`config.mk`:
```
export PLATFORM = sky130hd
export DESIGN_NAME = keypad_scanner_flat
export DESIGN_NICKNAME = d
export VERILOG_FILES = /design/src/rtl/keypad_scanner_if.sv /design/src/rtl/keypad_scanner.sv /design/src/flat_wrapper.sv
export SDC_FILE = /design/constraint.sdc
export NUM_CORES = 1
export LEC_CHECK = 0
export ABC_AREA = 1
export BUFFER_PORTS_ARGS = -buffer_cell sky130_fd_sc_hd__buf_2
export CAP_MARGIN = 30
export CORE_MARGIN = 2
export CORE_UTILIZATION = 60
export DETAILED_ROUTE_END_ITERATION = 12
export GPL_TIMING_DRIVEN = 1
export HOLD_SLACK_MARGIN = 0.1
export PLACE_DENSITY = 0.78
export SYNTH_ARGS = -nofsm -noshare
export SYNTH_HDL_FRONTEND = slang
export SYNTH_SLANG_ARGS = --single-unit
```
`constraint.sdc`:
```
create_clock -name ClkScan -period 4 [get_ports ClkScan]
set_clock_uncertainty 0.05 [all_clocks]
set_input_delay 0.2 -clock ClkScan [delete_from_list [all_inputs] [get_ports ClkScan]]
set_output_delay 0.2 -clock ClkScan [all_outputs]
set_load 0.005 [all_outputs]
```
`src/rtl/keypad_scanner_if.sv`:
```
// Keypad scanner bundle: row sense lines in, column strobes and key event out.
// Latency: none, wires only.
// Backpressure: none; keyValid is a single-cycle pulse with no ready return.
interface keypad_scanner_if;
    logic [3:0] rowIn;
    logic [3:0] colOut;
    logic [3:0] keyCode;
    logic       keyValid;
    logic       keyHeld;

    // Scanner side: reads rows, strobes columns, reports keys.
    modport master (
        input  rowIn,
        output colOut,
        output keyCode,
        output keyValid,
        output keyHeld
    );

    // Keypad/consumer side.
    modport slave (
        output rowIn,
        input  colOut,
        input  keyCode,
        input  keyValid,
        input  keyHeld
    );
endinterface

```
`src/rtl/keypad_scanner.sv`:
```
// 4x4 matrix keypad scanner: one-cold column strobe, full-matrix debounce, single-press events.
// Latency: keyValid one cycle after the end-of-scan sample of the DEBOUNCE_SCANS-th identical scan.
// Backpressure: none; keyValid pulses for one cycle and keyCode holds until the next event.
module keypad_scanner #(
    parameter int SETTLE_CYCLES  = 1000,
    parameter int DEBOUNCE_SCANS = 4
) (
    input  logic              ClkScan,
    input  logic              Reset,
    keypad_scanner_if.master  kp
);

    localparam int SW = (SETTLE_CYCLES > 1) ? $clog2(SETTLE_CYCLES) : 1;
    localparam int DW = $clog2(DEBOUNCE_SCANS + 1);
    localparam logic [SW-1:0] SETTLE_LAST = SW'(SETTLE_CYCLES - 1);
    localparam logic [DW-1:0] DEB_MAX     = DW'(DEBOUNCE_SCANS);

    // IDLE holds the columns released for one cycle after reset so the
    // first scanning cycle starts cleanly on col 0 with a zero settle count.
    typedef enum logic {ST_IDLE, ST_SCAN} state_t;

    state_t          state;
    state_t          stateNxt;
    logic [1:0]      colIdx;
    logic [SW-1:0]   settleCnt;
    logic [15:0]     scratch;
    logic [15:0]     candidate;
    logic [15:0]     accepted;
    logic [DW-1:0]   stableCnt;
    logic [3:0]      colOutComb;
    logic [3:0]      keyCodeReg;
    logic            keyValidReg;

    logic            sampleCycle;
    logic            endOfScan;
    logic [3:0]      rowsNow;
    logic [15:0]     snapshot;
    logic            snapDiff;
    logic [DW-1:0]   stableNxt;
    logic            snapSingle;
    logic [3:0]      snapIdx;

    // State register.
    always_ff @(posedge ClkScan) begin
        if (Reset) begin
            state <= ST_IDLE;
        end else begin
            state <= stateNxt;
        end
    end

    // Next state: leave IDLE after one cycle, then scan forever.
    always_comb begin
        stateNxt = state;
        case (state)
            ST_IDLE: stateNxt = ST_SCAN;
            ST_SCAN: stateNxt = ST_SCAN;
            default: stateNxt = ST_IDLE;
        endcase
    end

    // Column strobe: all released while idle, otherwise one-cold on colIdx.
    always_comb begin
        colOutComb = 4'b1111;
        if (state == ST_SCAN) begin
            colOutComb = ~(4'b1000 >> colIdx);
        end
    end

    // rowIn[3] is row 0, so reverse while inverting to make bit r = row r.
    assign rowsNow     = {~kp.rowIn[0], ~kp.rowIn[1], ~kp.rowIn[2], ~kp.rowIn[3]};
    assign sampleCycle = (state == ST_SCAN) && (settleCnt == SETTLE_LAST);
    assign endOfScan   = sampleCycle && (colIdx == 2'd3);
    assign snapshot    = {rowsNow, scratch[11:0]};
    assign snapDiff    = (snapshot != candidate);
    assign snapSingle  = (snapshot != 16'h0) && ((snapshot & (snapshot - 16'd1)) == 16'h0);

    // Debounce count for the scan completing now; saturates at DEBOUNCE_SCANS.
    always_comb begin
        stableNxt = DW'(1);
        if (!snapDiff) begin
            stableNxt = (stableCnt == DEB_MAX) ? DEB_MAX : DW'(stableCnt + 1'b1);
        end
    end

    // Bit index of the pressed key; only meaningful when snapSingle.
    always_comb begin
        snapIdx = 4'h0;
        for (int i = 0; i < 16; i++) begin
            if (snapshot[i]) begin
                snapIdx = 4'(i);
            end
        end
    end

    // Settle counter and column index; both wrap with no gap between scans.
    always_ff @(posedge ClkScan) begin
        if (Reset) begin
            settleCnt <= '0;
            colIdx    <= 2'd0;
        end else if (state == ST_SCAN) begin
            if (settleCnt == SETTLE_LAST) begin
                settleCnt <= '0;
                colIdx    <= colIdx + 2'd1;
            end else begin
                settleCnt <= settleCnt + 1'b1;
            end
        end
    end

    // Capture the active column's rows on its last settle cycle.
    always_ff @(posedge ClkScan) begin
        if (Reset) begin
            scratch <= 16'h0;
        end else if (sampleCycle) begin
            scratch[{colIdx, 2'b00} +: 4] <= rowsNow;
        end
    end

    // Debounce: a differing snapshot restarts the count, enough repeats accept it.
    always_ff @(posedge ClkScan) begin
        if (Reset) begin
            candidate <= 16'h0;
            stableCnt <= '0;
            accepted  <= 16'h0;
        end else if (endOfScan) begin
            candidate <= snapshot;
            stableCnt <= stableNxt;
            if (stableNxt == DEB_MAX) begin
                accepted <= snapshot;
            end
        end
    end

    // Key event: only a single key accepted straight after an all-clear snapshot.
    always_ff @(posedge ClkScan) begin
        if (Reset) begin
            keyValidReg <= 1'b0;
            keyCodeReg  <= 4'h0;
        end else begin
            keyValidReg <= 1'b0;
            if (endOfScan && (stableNxt == DEB_MAX) && (accepted == 16'h0) && snapSingle) begin
                keyValidReg <= 1'b1;
                keyCodeReg  <= snapIdx;
            end
        end
    end

    assign kp.colOut   = colOutComb;
    assign kp.keyCode  = keyCodeReg;
    assign kp.keyValid = keyValidReg;
    assign kp.keyHeld  = (accepted != 16'h0);

endmodule

```
`src/flat_wrapper.sv`:
```
// flat-port wrapper written by rule: the top's interface ports become plain ports
module keypad_scanner_flat 
#(
    parameter int SETTLE_CYCLES  = 1000,
    parameter int DEBOUNCE_SCANS = 4
)
  (ClkScan, Reset, kp_rowIn, kp_colOut, kp_keyCode, kp_keyValid, kp_keyHeld);
  keypad_scanner_if kp_i ();
  input  logic ClkScan;
  input  logic Reset;
  input wire logic [$bits(kp_i.rowIn)-1:0] kp_rowIn;
  output wire logic [$bits(kp_i.colOut)-1:0] kp_colOut;
  output wire logic [$bits(kp_i.keyCode)-1:0] kp_keyCode;
  output wire logic [$bits(kp_i.keyValid)-1:0] kp_keyValid;
  output wire logic [$bits(kp_i.keyHeld)-1:0] kp_keyHeld;
  assign kp_i.rowIn = kp_rowIn;
  assign kp_colOut = kp_i.colOut;
  assign kp_keyCode = kp_i.keyCode;
  assign kp_keyValid = kp_i.keyValid;
  assign kp_keyHeld = kp_i.keyHeld;
  keypad_scanner #(.SETTLE_CYCLES(SETTLE_CYCLES), .DEBOUNCE_SCANS(DEBOUNCE_SCANS)) u_core (.ClkScan(ClkScan), .Reset(Reset), .kp(kp_i));
endmodule
```
==> results of run 1 <==
==> kinds of logic after synthesis <==
logic type | Yosys count | share of synthesized area (%)
and+or+nand+nor | 232 | 30.5
AOI/OAI and AO/OA | 96 | 16.1
buffers and inverters | 65 | 8.44
DFF | 65 | 39.0
xor gates and xnor gates | 11 | 2.89
adders and majority gates | 8 | 3.00
==> critical path, cell delays in order, from the launching register on <==
cell,delay [ps]
dfxtp_1,540
nand2_1,180
inv_1,100
nand4_2,190
nor2_2,210
nand3_4,130
clkinv_2,340
o21ai_0,130
a21oi_1,150
==> power breakdown <==
group | leakage (nW) | switching (mW) | internal (mW)
clock network | 0.105 | 0.251 | 0.338
registers | 0.524 | 0.00325 | 0.649
logic | 1.05 | 0.0318 | 0.0144
==> how the worst max path moves through the flow <==
stage | from | endpoint | slack (ps) | cells past startpoint
4_1_cts | u_core.state | u_core.accepted[0] | 1880 | 8
6_report | u_core.state | u_core.accepted[0] | 1890 | 8
3_5_place_dp | Reset | u_core.settleCnt[7] | 1900 | 4
2_1_floorplan | u_core.stableCnt[0] | u_core.accepted[13] | 2400 | 8
3_3_place_gp | u_core.settleCnt[0] | u_core.candidate[0] | 1920 | 7
5_1_grt | u_core.state | u_core.accepted[0] | 1720 | 8
==> per-layer routing <==
layer  global-route usage (%)  wire length [um]  up-vias
met1                     35.1              3540     1309
met3                     3.79               420       13
met2                     39.2              3200       83
li1                         -                 -     1566
met5                        0                 0        -
met4                     10.0               135        0
==> area by class of cell <==
cell class	instances	area (um2)
clock buffer	12	165
clock inverter	4	50.0
fill	493	1780
inverter	51	193
multi-input combinational	347	1750
sequential	65	1300
tap	72	90.1
timing repair buffer	18	111
==> cell usage in the layout, fill, tap and decap left out, types with 10 or more instances in the layout <==
cell	n
nand3_1	16
o21ai_1	15
nor2_2	10
nor2_1	77
a21oi_1	39
buf_2	15
inv_1	39
clkbuf_8	12
dfxtp_1	65
o21ai_0	27
inv_2	11
nand2_1	108
==> sequential cells by signal, summed over array words and instances, names as in the netlist <==
name	flops
u_core.accepted	16
u_core.candidate	16
u_core.colIdx	2
u_core.stableCnt	3
u_core.kp.keyCode	4
u_core.settleCnt	10
u_core.kp.keyValid	1
u_core.scratch	12
u_core.state	1
==> Yosys cell counts (all sizes together), types with 5 or more instances <==
library cell  number
a211oi            12
nand2            112
xor2               6
xnor2              5
o21ai             42
nor2              91
buf                9
dfxtp             65
nand3             17
inv               50
clkbuf             5
ha                 8
a21oi             39
==> stage by stage <==
stage                     cells  worst slack (ps)  util [%]  hold WS [ps]  power (mW)
after floorplan             477              2400         -           244       0.700
after global placement      550              1920      62.7           407       0.710
after detailed placement    551              1900      62.9           418       0.711
after CTS                   568              1880      67.1           122        1.29
after global routing        569              1720      67.3           140        1.32
final                       569              1890      67.3           127        1.29
==> what timing repair did <==
action	in CTS	in global routing
hold buffers	1	0
setup buffers	0	0
hold endpoints to repair	1	0
==> impl_metrics.json, run 1 <==
{
  "status": "complete, no violations",
  "routedWlPerCell_um": 12.8,
  "syn_area_mm2": 0.00333,
  "dpl_cell_area_mm2": 0.00342,
  "grt_start_max_net_pins": 42,
  "grt_pass1_vias": 2610,
  "powerDensity_mw_per_mm2": 352,
  "io-pin-count": 16,
  "syn_avg_cell_area_um2": 6.99,
  "irDropWorstVdd_uv": 237,
  "yosysWarningCount": 0,
  "synthFlopType": "dfxtp_1",
  "critical_path.endpoint_type": "flop",
  "clk_latency_ps": 340,
  "fin_setup_tns_ps": 0,
  "slew_headroom_pct": 63.8,
  "diodes": 0,
  "vias": 2971,
  "clock_path_buffers": 2,
  "die_h_um": 78.6,
  "hpwl_um": 5300,
  "critPathLaunchType": "flop",
  "coreArea_mm2": 0.00544,
  "hold_start": "kp_rowIn[1]",
  "clock_sinks": 65,
  "p_leak_nw": 1.68,
  "synth_top_area_share_pct": 39.0,
  "fin_crit_ps": 2110,
  "ys_async_sr_fraction_pct": 0,
  "netlist_instances": 477,
  "hold_path.class": "input port to flop",
  "cts_made_buffers": 9,
  "gr-usage-all-layers_pct": 25.2,
  "fmax_mhz": 474,
  "yosysSeqAreaShare_pct": 39.0,
  "drt_iter0_drc": 232,
  "wl_um": 7290,
  "final_area_mm2": 0.00366,
  "fp-row-count": 27,
  "die_w_um": 78.6,
  "syn2layout_area_growth_pct": 9.83,
  "grt_setup_unrepaired": "false",
  "tritoncts": "done",
  "drive_above_1_share_pct": 14.1,
  "post_cts_resized": 0,
  "gp_congestion": 0.929,
  "clk_pin_slew_ps": 70,
  "drc": 0,
  "min_to": "u_core.accepted[14]",
  "r2r_slack_ps": 1890,
  "ant_nets": 0,
  "synth.distinct_cells": 34,
  "cp.arrival_ps": 2330,
  "dieArea_mm2": 0.00617,
  "rr_endpoint": "u_core.accepted[0]",
  "tightest_slew_ps": 542,
  "drv_cap": 0,
  "worstPathRequired_ps": 4220,
  "yosysTopAreaCell": "dfxtp_1",
  "drtPass1Iterations": 5,
  "worstHoldPathCells": 2,
  "portBuffers": 15,
  "grt_pass1_wl_um": 12100,
  "via_per_inst": 5.22,
  "root_buffer": "clkbuf_8",
  "r2r_start": "u_core.state",
  "crit_type": "flop to flop",
  "nets": 506,
  "ys_ff_latch": 65,
  "synth_nets": 491,
  "crit_fanout": 32,
  "synth-edff-count": 0,
  "fin_crit_sh_pct": 52.7,
  "r2r.worst_path.cells": 8,
  "grt_antenna_before_repair": 0,
  "start_util_pct": 61.3,
  "finalHoldViolCount": 0,
  "finalSetupViolations": 0,
  "grt_overflow": 0,
  "final_max_slew_viol_count": 0,
  "htree_levels": 3,
  "synth_area_leaders": "dfxtp_1 39%, nand2_1 12%, nor2_1 8.7%, a21oi_1 5.9%, inv_1 4.4%"
}
(Power assumes the default switching activity.)
==> run 2: changes to the inputs <==
--- a/config.mk
+++ b/config.mk
@@ -5,7 +5,7 @@
 export SDC_FILE = /design/constraint.sdc
 export NUM_CORES = 1
 export LEC_CHECK = 0
-export ABC_AREA = 1
+export ABC_AREA = 0
 export BUFFER_PORTS_ARGS = -buffer_cell sky130_fd_sc_hd__buf_2
 export CAP_MARGIN = 30
 export CORE_MARGIN = 2
==> constraint.sdc (replaced) <==
create_clock -name ClkScan -period 2.17 [get_ports ClkScan]
set_clock_uncertainty 0.05 [all_clocks]
set_input_delay 0.1085 -clock ClkScan [delete_from_list [all_inputs] [get_ports ClkScan]]
set_output_delay 0.1085 -clock ClkScan [all_outputs]
set_load 0.005 [all_outputs]
==> run 2 against run 1 <==
The run now ends with negative setup slack left. Via count fell by 0.44%. Utilization up 8.4 points. Maximum frequency decreased by 5.3%. Highest routed layer unchanged. Wire length up 8.3%. Combinational power is 120% higher. Critical endpoint is now u_core.kp.keyCode[0]. Critical path depth shrank 2. Sequential power increased by 84%.
==> impl_metrics.json, run 2 <==
{
  "diodes": 0,
  "critical_path.endpoint_type": "flop",
  "wl_um": 7900,
  "drv_cap": 0,
  "final_max_slew_viol_count": 0,
  "grt_overflow": 0,
  "yosysSeqAreaShare_pct": 40.2,
  "final_cell_mix": "63 x nand2_1, 63 x dfxtp_1, 44 x a21oi_1, 44 x buf_4, 40 x nor2_1",
  "root_buffer": "clkbuf_8",
  "r2r_slack_ps": -60,
  "synth_nets": 412,
  "seqPwrFrac_pct": 48.0,
  "clock_path_buffers": 2,
  "grt_antenna_before_repair": 0,
  "gr-usage-all-layers_pct": 27.5,
  "drtPass1Iterations": 4,
  "irDropWorstVdd_uv": 510,
  "worstHoldPathCells": 3,
  "routedWlPerCell_um": 15.3,
  "hold_path.class": "input port to flop",
  "drt_iter0_drc": 197,
  "grt_setup_unrepaired": "true",
  "r2r_start": "u_core.scratch[1]",
  "synth_most_common_cell": "dfxtp_1",
  "rr_endpoint": "u_core.kp.keyCode[0]",
  "synth_top_area_share_pct": 40.2,
  "syn2layout_area_growth_pct": 20.9,
  "coreArea_mm2": 0.00517,
  "dpl_cell_area_mm2": 0.00362,
  "die_h_um": 77.5,
  "min_to": "u_core.accepted[12]",
  "via_per_inst": 5.74,
  "crit_type": "flop to flop",
  "fin_crit_ps": 2230,
  "critPathLaunchType": "flop",
  "clk_pin_slew_ps": 70,
  "drive_above_1_share_pct": 22.2,
  "finalWorstSetupSlack_ps": -55.4,
  "yosysTopAreaCell": "dfxtp_1",
  "finalHoldViolCount": 0,
  "p_comb_share_pct": 4.0,
  "clk_latency_ps": 350,
  "violations": "negative setup slack",
  "synth_area_leaders": "dfxtp_1 40%, nand2_1 7.3%, a21oi_1 6.9%, nor2_1 4.7%, xor2_1 4.6%",
  "htree_levels": 3,
  "io-pin-count": 16,
  "dieArea_mm2": 0.00600,
  "synth-edff-count": 0,
  "p_leak_nw": 1.55,
  "syn_area_mm2": 0.00324,
  "final_area_mm2": 0.00392,
  "cts_made_buffers": 9,
  "status": "finished, violations left",
  "syn_avg_cell_area_um2": 8.14,
  "seqCellArea_mm2": 0.00130,
  "drc": 0,
  "synth_commonest_cells": "65 x dfxtp_1, 63 x nand2_1, 45 x a21oi_1, 41 x nor2_1, 19 x nor3_1",
  "finalSetupViolations": 1,
  "portBuffers": 15,
  "synth.distinct_cells": 52,
  "largest_registers": "u_core.accepted x16, u_core.candidate x16, u_core.scratch x12",
  "hold_start": "kp_rowIn[3]",
  "start_util_pct": 62.7,
  "p_sw_share_pct": 21.1,
  "pwr-share-clk_pct": 47.9,
  "dp_slack_ps": -50.7,
  "vias": 2958,
  "hpwl_um": 5410,
  "crit_fanout": 4,
  "r2r.worst_path.cells": 6,
  "final_util_pct": 75.7,
  "powerDensity_mw_per_mm2": 638,
  "grt_start_max_net_pins": 25,
  "slew_headroom_pct": 75.3,
  "yosysWarningCount": 0,
  "multiInputGateArea_mm2": 0.00181,
  "netlist_instances": 398,
  "clock_sinks": 65,
  "synthFlopType": "dfxtp_1",
  "cp.arrival_ps": 2420,
  "fmax_mhz": 449,
  "fp-row-count": 26,
  "grt_pass1_vias": 2902,
  "grt_pass1_wl_um": 13000,
  "ys_ff_latch": 65,
  "n_fill_cell": 375,
  "internal_power_mw": 1.97,
  "die_w_um": 77.5,
  "gp_congestion": 0.932,
  "nets": 455,
  "tritoncts": "done",
  "ys_async_sr_fraction_pct": 0,
  "worstPathRequired_ps": 2360,
  "ant_nets": 0,
  "fin_crit_sh_pct": 103,
  "p_sw_uw": 528,
  "tightest_slew_ps": 367
}
-- run 2: cell count changes after synthesis, moves of 15 or more --
cell and change:
o21ai_1 -15, nor3_1 +17, inv_1 -26, o21ai_0 -27, nor2_1 -36, nand2_1 -45
-- run 2: routing by layer --
layer	vias up	track usage [%]	part of all wire [%]
met5	-	0	0
met4	0	14.6	1.7
met3	11	4.19	6.6
met2	90	47.8	50
met1	1404	32.7	41
li1	1453	-	-
-- run 2: final cells by class --
type,count,area share [%]
clock buffers,13,4.31
well taps,70,2.24
inverters,13,1.25
multi-input cells,291,46.3
repair buffers,61,11.1
clock inverters,2,1.53
flip-flops and latches,65,33.3
-- run 2: through the flow --
step	hold WS (ps)	total power, mW	std cells	setup TNS (ps)
after floorplan	285	1.29	398	-21.0
final	95.4	2.50	515	-55.4
after CTS	101	2.50	515	-101
after global routing	120	2.55	515	-725
after detailed placement	360	1.33	498	-157
after global placement	358	1.32	498	-10.2
-- run 2: power by group through the flow --
stage | sequential [mW] | combinational [mW] | clock (mW)
after floorplan | 1.23 | 0.0612 | 0
after global placement | 1.23 | 0.0945 | 0
after detailed placement | 1.23 | 0.0971 | 0
after CTS | 1.20 | 0.0998 | 1.20
final | 1.20 | 0.101 | 1.20
after global routing | 1.20 | 0.110 | 1.24
-- run 2: logic make-up after synthesis --
| group | Yosys count | synth area share, % |
|---|---|---|
| adders and majority gates | 9 | 3.40 |
| and+or+nand+nor | 174 | 27.3 |
| AOI/OAI and AO/OA | 77 | 15.0 |
| muxes | 3 | 0.965 |
| buffers and inverters | 42 | 5.60 |
| xor gates and xnor gates | 28 | 7.57 |
| DFF | 65 | 40.2 |
-- run 2: worst max path at each step --
stage	from	end	slack, ps	depth (start not counted)
global route	u_core.scratch[1]	u_core.kp.keyCode[0]	-190	6
detailed placement	u_core.scratch[1]	u_core.kp.keyCode[1]	-50	8
finish	u_core.scratch[1]	u_core.kp.keyCode[0]	-60	6
floorplan	u_core.scratch[1]	u_core.kp.keyCode[0]	-20	7
CTS	u_core.scratch[1]	u_core.kp.keyCode[0]	-70	6
global placement	u_core.scratch[0]	u_core.kp.keyCode[0]	-10	6
-- run 2: what timing repair did --
item                                    4_1_cts  5_1_grt
cloned                                        0        0
endpoints found under the setup margin       13       21
hold buffers                                  1        0
resized for setup                             1       10
buffers inserted                              1        0
endpoints found under the hold margin         7        0
pin swaps                                     3        5
-- run 2: worst max-delay path: stages, from the launching register on --
cell and delay, ps:
dfxtp_2 320, or4_4 600, nor4_4 210, a211oi_2 140, nor4_4 310, o211ai_1 150
mux2_1 320
==> run 3: changes to the inputs <==
--- a/config.mk
+++ b/config.mk
@@ -10,6 +10,7 @@
 export CAP_MARGIN = 30
 export CORE_MARGIN = 2
 export CORE_UTILIZATION = 60
+export CTS_BUF_LIST = sky130_fd_sc_hd__clkbuf_8
 export DETAILED_ROUTE_END_ITERATION = 12
 export GPL_TIMING_DRIVEN = 1
 export HOLD_SLACK_MARGIN = 0.1
==> run 3 against run 2 <==
Highest routed layer unchanged. Global-route usage stayed put. Sequential cell count stayed put. Sequential share of layout area stayed put. Setup slack hardly changed. The flow still finishes with violations (negative setup slack). Largest cell class unchanged. Utilization stayed put. Critical path depth stayed put. Hold slack hardly changed. Register-to-register slack hardly changed. Die area stayed put. Critical endpoint unchanged. Wire length hardly changed. Clock-buffer cell count is 1 lower.
==> impl_metrics.json, run 3 (synthesis gave the netlist of run 2 again) <==
{
  "status": "finished, violations left",
  "violations": "negative setup slack",
  "final_util_pct": 75.7,
  "irDropWorstVdd_uv": 509,
  "dp_cells": 498,
  "fin_cells": 515,
  "clk_latency_ps": 350,
  "syn2layout_area_growth_pct": 20.9,
  "root_buffer": "clkbuf_8",
  "fp-row-count": 26,
  "portBuffers": 15,
  "final_cell_mix": "63 x nand2_1, 63 x dfxtp_1, 44 x a21oi_1, 44 x buf_4, 40 x nor2_1",
  "nets": 455,
  "tritoncts": "done",
  "routedWlPerCell_um": 15.3,
  "start_util_pct": 62.7,
  "via_per_inst": 5.74,
  "wl_um": 7900,
  "drive_above_1_share_pct": 22.2,
  "fin_crit_ps": 2230,
  "dieArea_mm2": 0.00600,
  "die_w_um": 77.5,
  "n_fill_cell": 375,
  "crit_fanout": 4,
  "dpl_cell_area_mm2": 0.00362,
  "largest_registers": "u_core.accepted x16, u_core.candidate x16, u_core.scratch x12",
  "finalSetupViolations": 1,
  "vias": 2958,
  "drc": 0,
  "clk_pin_slew_ps": 70,
  "cts_made_buffers": 9,
  "diodes": 0,
  "drv_cap": 0,
  "fin_crit_sh_pct": 103,
  "hpwl_um": 5410,
  "whs_ps": 95.2,
  "finalWorstSetupSlack_ps": -55.4,
  "grt_overflow": 0,
  "clock_sinks": 65,
  "gr-usage-all-layers_pct": 27.5,
  "cp.arrival_ps": 2420,
  "tightest_slew_ps": 365,
  "htree_levels": 3,
  "final_max_slew_viol_count": 0,
  "grt_start_max_net_pins": 25,
  "p_leak_nw": 1.56,
  "r2r.worst_path.cells": 6,
  "fmax_mhz": 449,
  "grt_pass1_wl_um": 13000,
  "critPathLaunchType": "flop",
  "drtPass1Iterations": 4,
  "r2r_slack_ps": -60,
  "grt_pass1_vias": 2902,
  "die_h_um": 77.5,
  "finalHoldViolCount": 0,
  "coreArea_mm2": 0.00517,
  "r2r_start": "u_core.scratch[1]",
  "hold_path.class": "input port to flop",
  "drt_iter0_drc": 197,
  "critical_path.endpoint_type": "flop",
  "grt_setup_unrepaired": "true",
  "crit_type": "flop to flop",
  "final_area_mm2": 0.00392,
  "fin_setup_tns_ps": -55.4,
  "worstPathRequired_ps": 2360,
  "worstHoldPathCells": 3,
  "ant_nets": 0,
  "slew_headroom_pct": 75.4,
  "io-pin-count": 16,
  "critical_path.endpoint": "u_core.kp.keyCode[0]",
  "gp_congestion": 0.932,
  "worstSetupStartpoint": "u_core.scratch[1]",
  "powerDensity_mw_per_mm2": 637,
  "grt_antenna_before_repair": 0,
  "rr_endpoint": "u_core.kp.keyCode[0]",
  "clock_path_buffers": 2
}
run 3: cell types whose count changed in the layout (fill, tap and decap cells not counted):
cell      previous run  this run
inv_1               13        14
clkbuf_1             1         0
run 3: cell type report:
type | instances | area, um2 | area share, %
Inverter | 13 | 48.8 | 1.25
Clock buffer | 12 | 165 | 4.22
Clock inverter | 3 | 63.8 | 1.63
Timing Repair Buffer | 61 | 435 | 11.1
Sequential cell | 65 | 1300 | 33.3
Tap cell | 70 | 87.6 | 2.24
Multi-Input combinational cell | 291 | 1810 | 46.3
run 3: how the worst min path moves through the flow:
| stage | startpoint | to | slack (ps) |
|---|---|---|---|
| floorplan | Reset | u_core.kp.keyCode[0] | 280 |
| global placement | Reset | u_core.state | 360 |
| detailed placement | Reset | u_core.state | 360 |
| CTS | kp_rowIn[3] | u_core.accepted[12] | 100 |
| global route | kp_rowIn[3] | u_core.accepted[12] | 120 |
| finish | kp_rowIn[3] | u_core.accepted[12] | 100 |
run 3: per-stage QoR:
| stage | power [mW] | setup slack, ps |
|---|---|---|
| after floorplan | 1.29 | -21.0 |
| after global placement | 1.32 | -10.2 |
| after detailed placement | 1.33 | -50.7 |
| after CTS | 2.50 | -68.1 |
| after global routing | 2.54 | -188 |
| final | 2.50 | -55.4 |
run 3: worst max-delay path: stages, from the launching register on:
cell and delay [ps]:
dfxtp_2 320, or4_4 600, nor4_4 210, a211oi_2 140, nor4_4 310, o211ai_1 150, mux2_1 320
run 3: report_power, final:
part	switching (mW)	internal [mW]
sequential	0.00359	1.20
combinational	0.0620	0.0390
clock	0.462	0.731
run 3: repair_timing:
action                     4_1_cts  5_1_grt
setup buffers                    1        0
hold buffers                     1        0
hold endpoints to repair         7        0
pin swaps                        3        5
resized for setup                1       10
setup endpoints to repair       13       21
cloned                           0        0
run 3: layer usage:
metal | global-route usage [%] | wire length (um) | part of all wire, %
met5 | 0 | 0 | 0
met4 | 14.6 | 131 | 1.7
met3 | 4.19 | 524 | 6.6
met2 | 47.8 | 3980 | 50
met1 | 32.7 | 3260 | 41
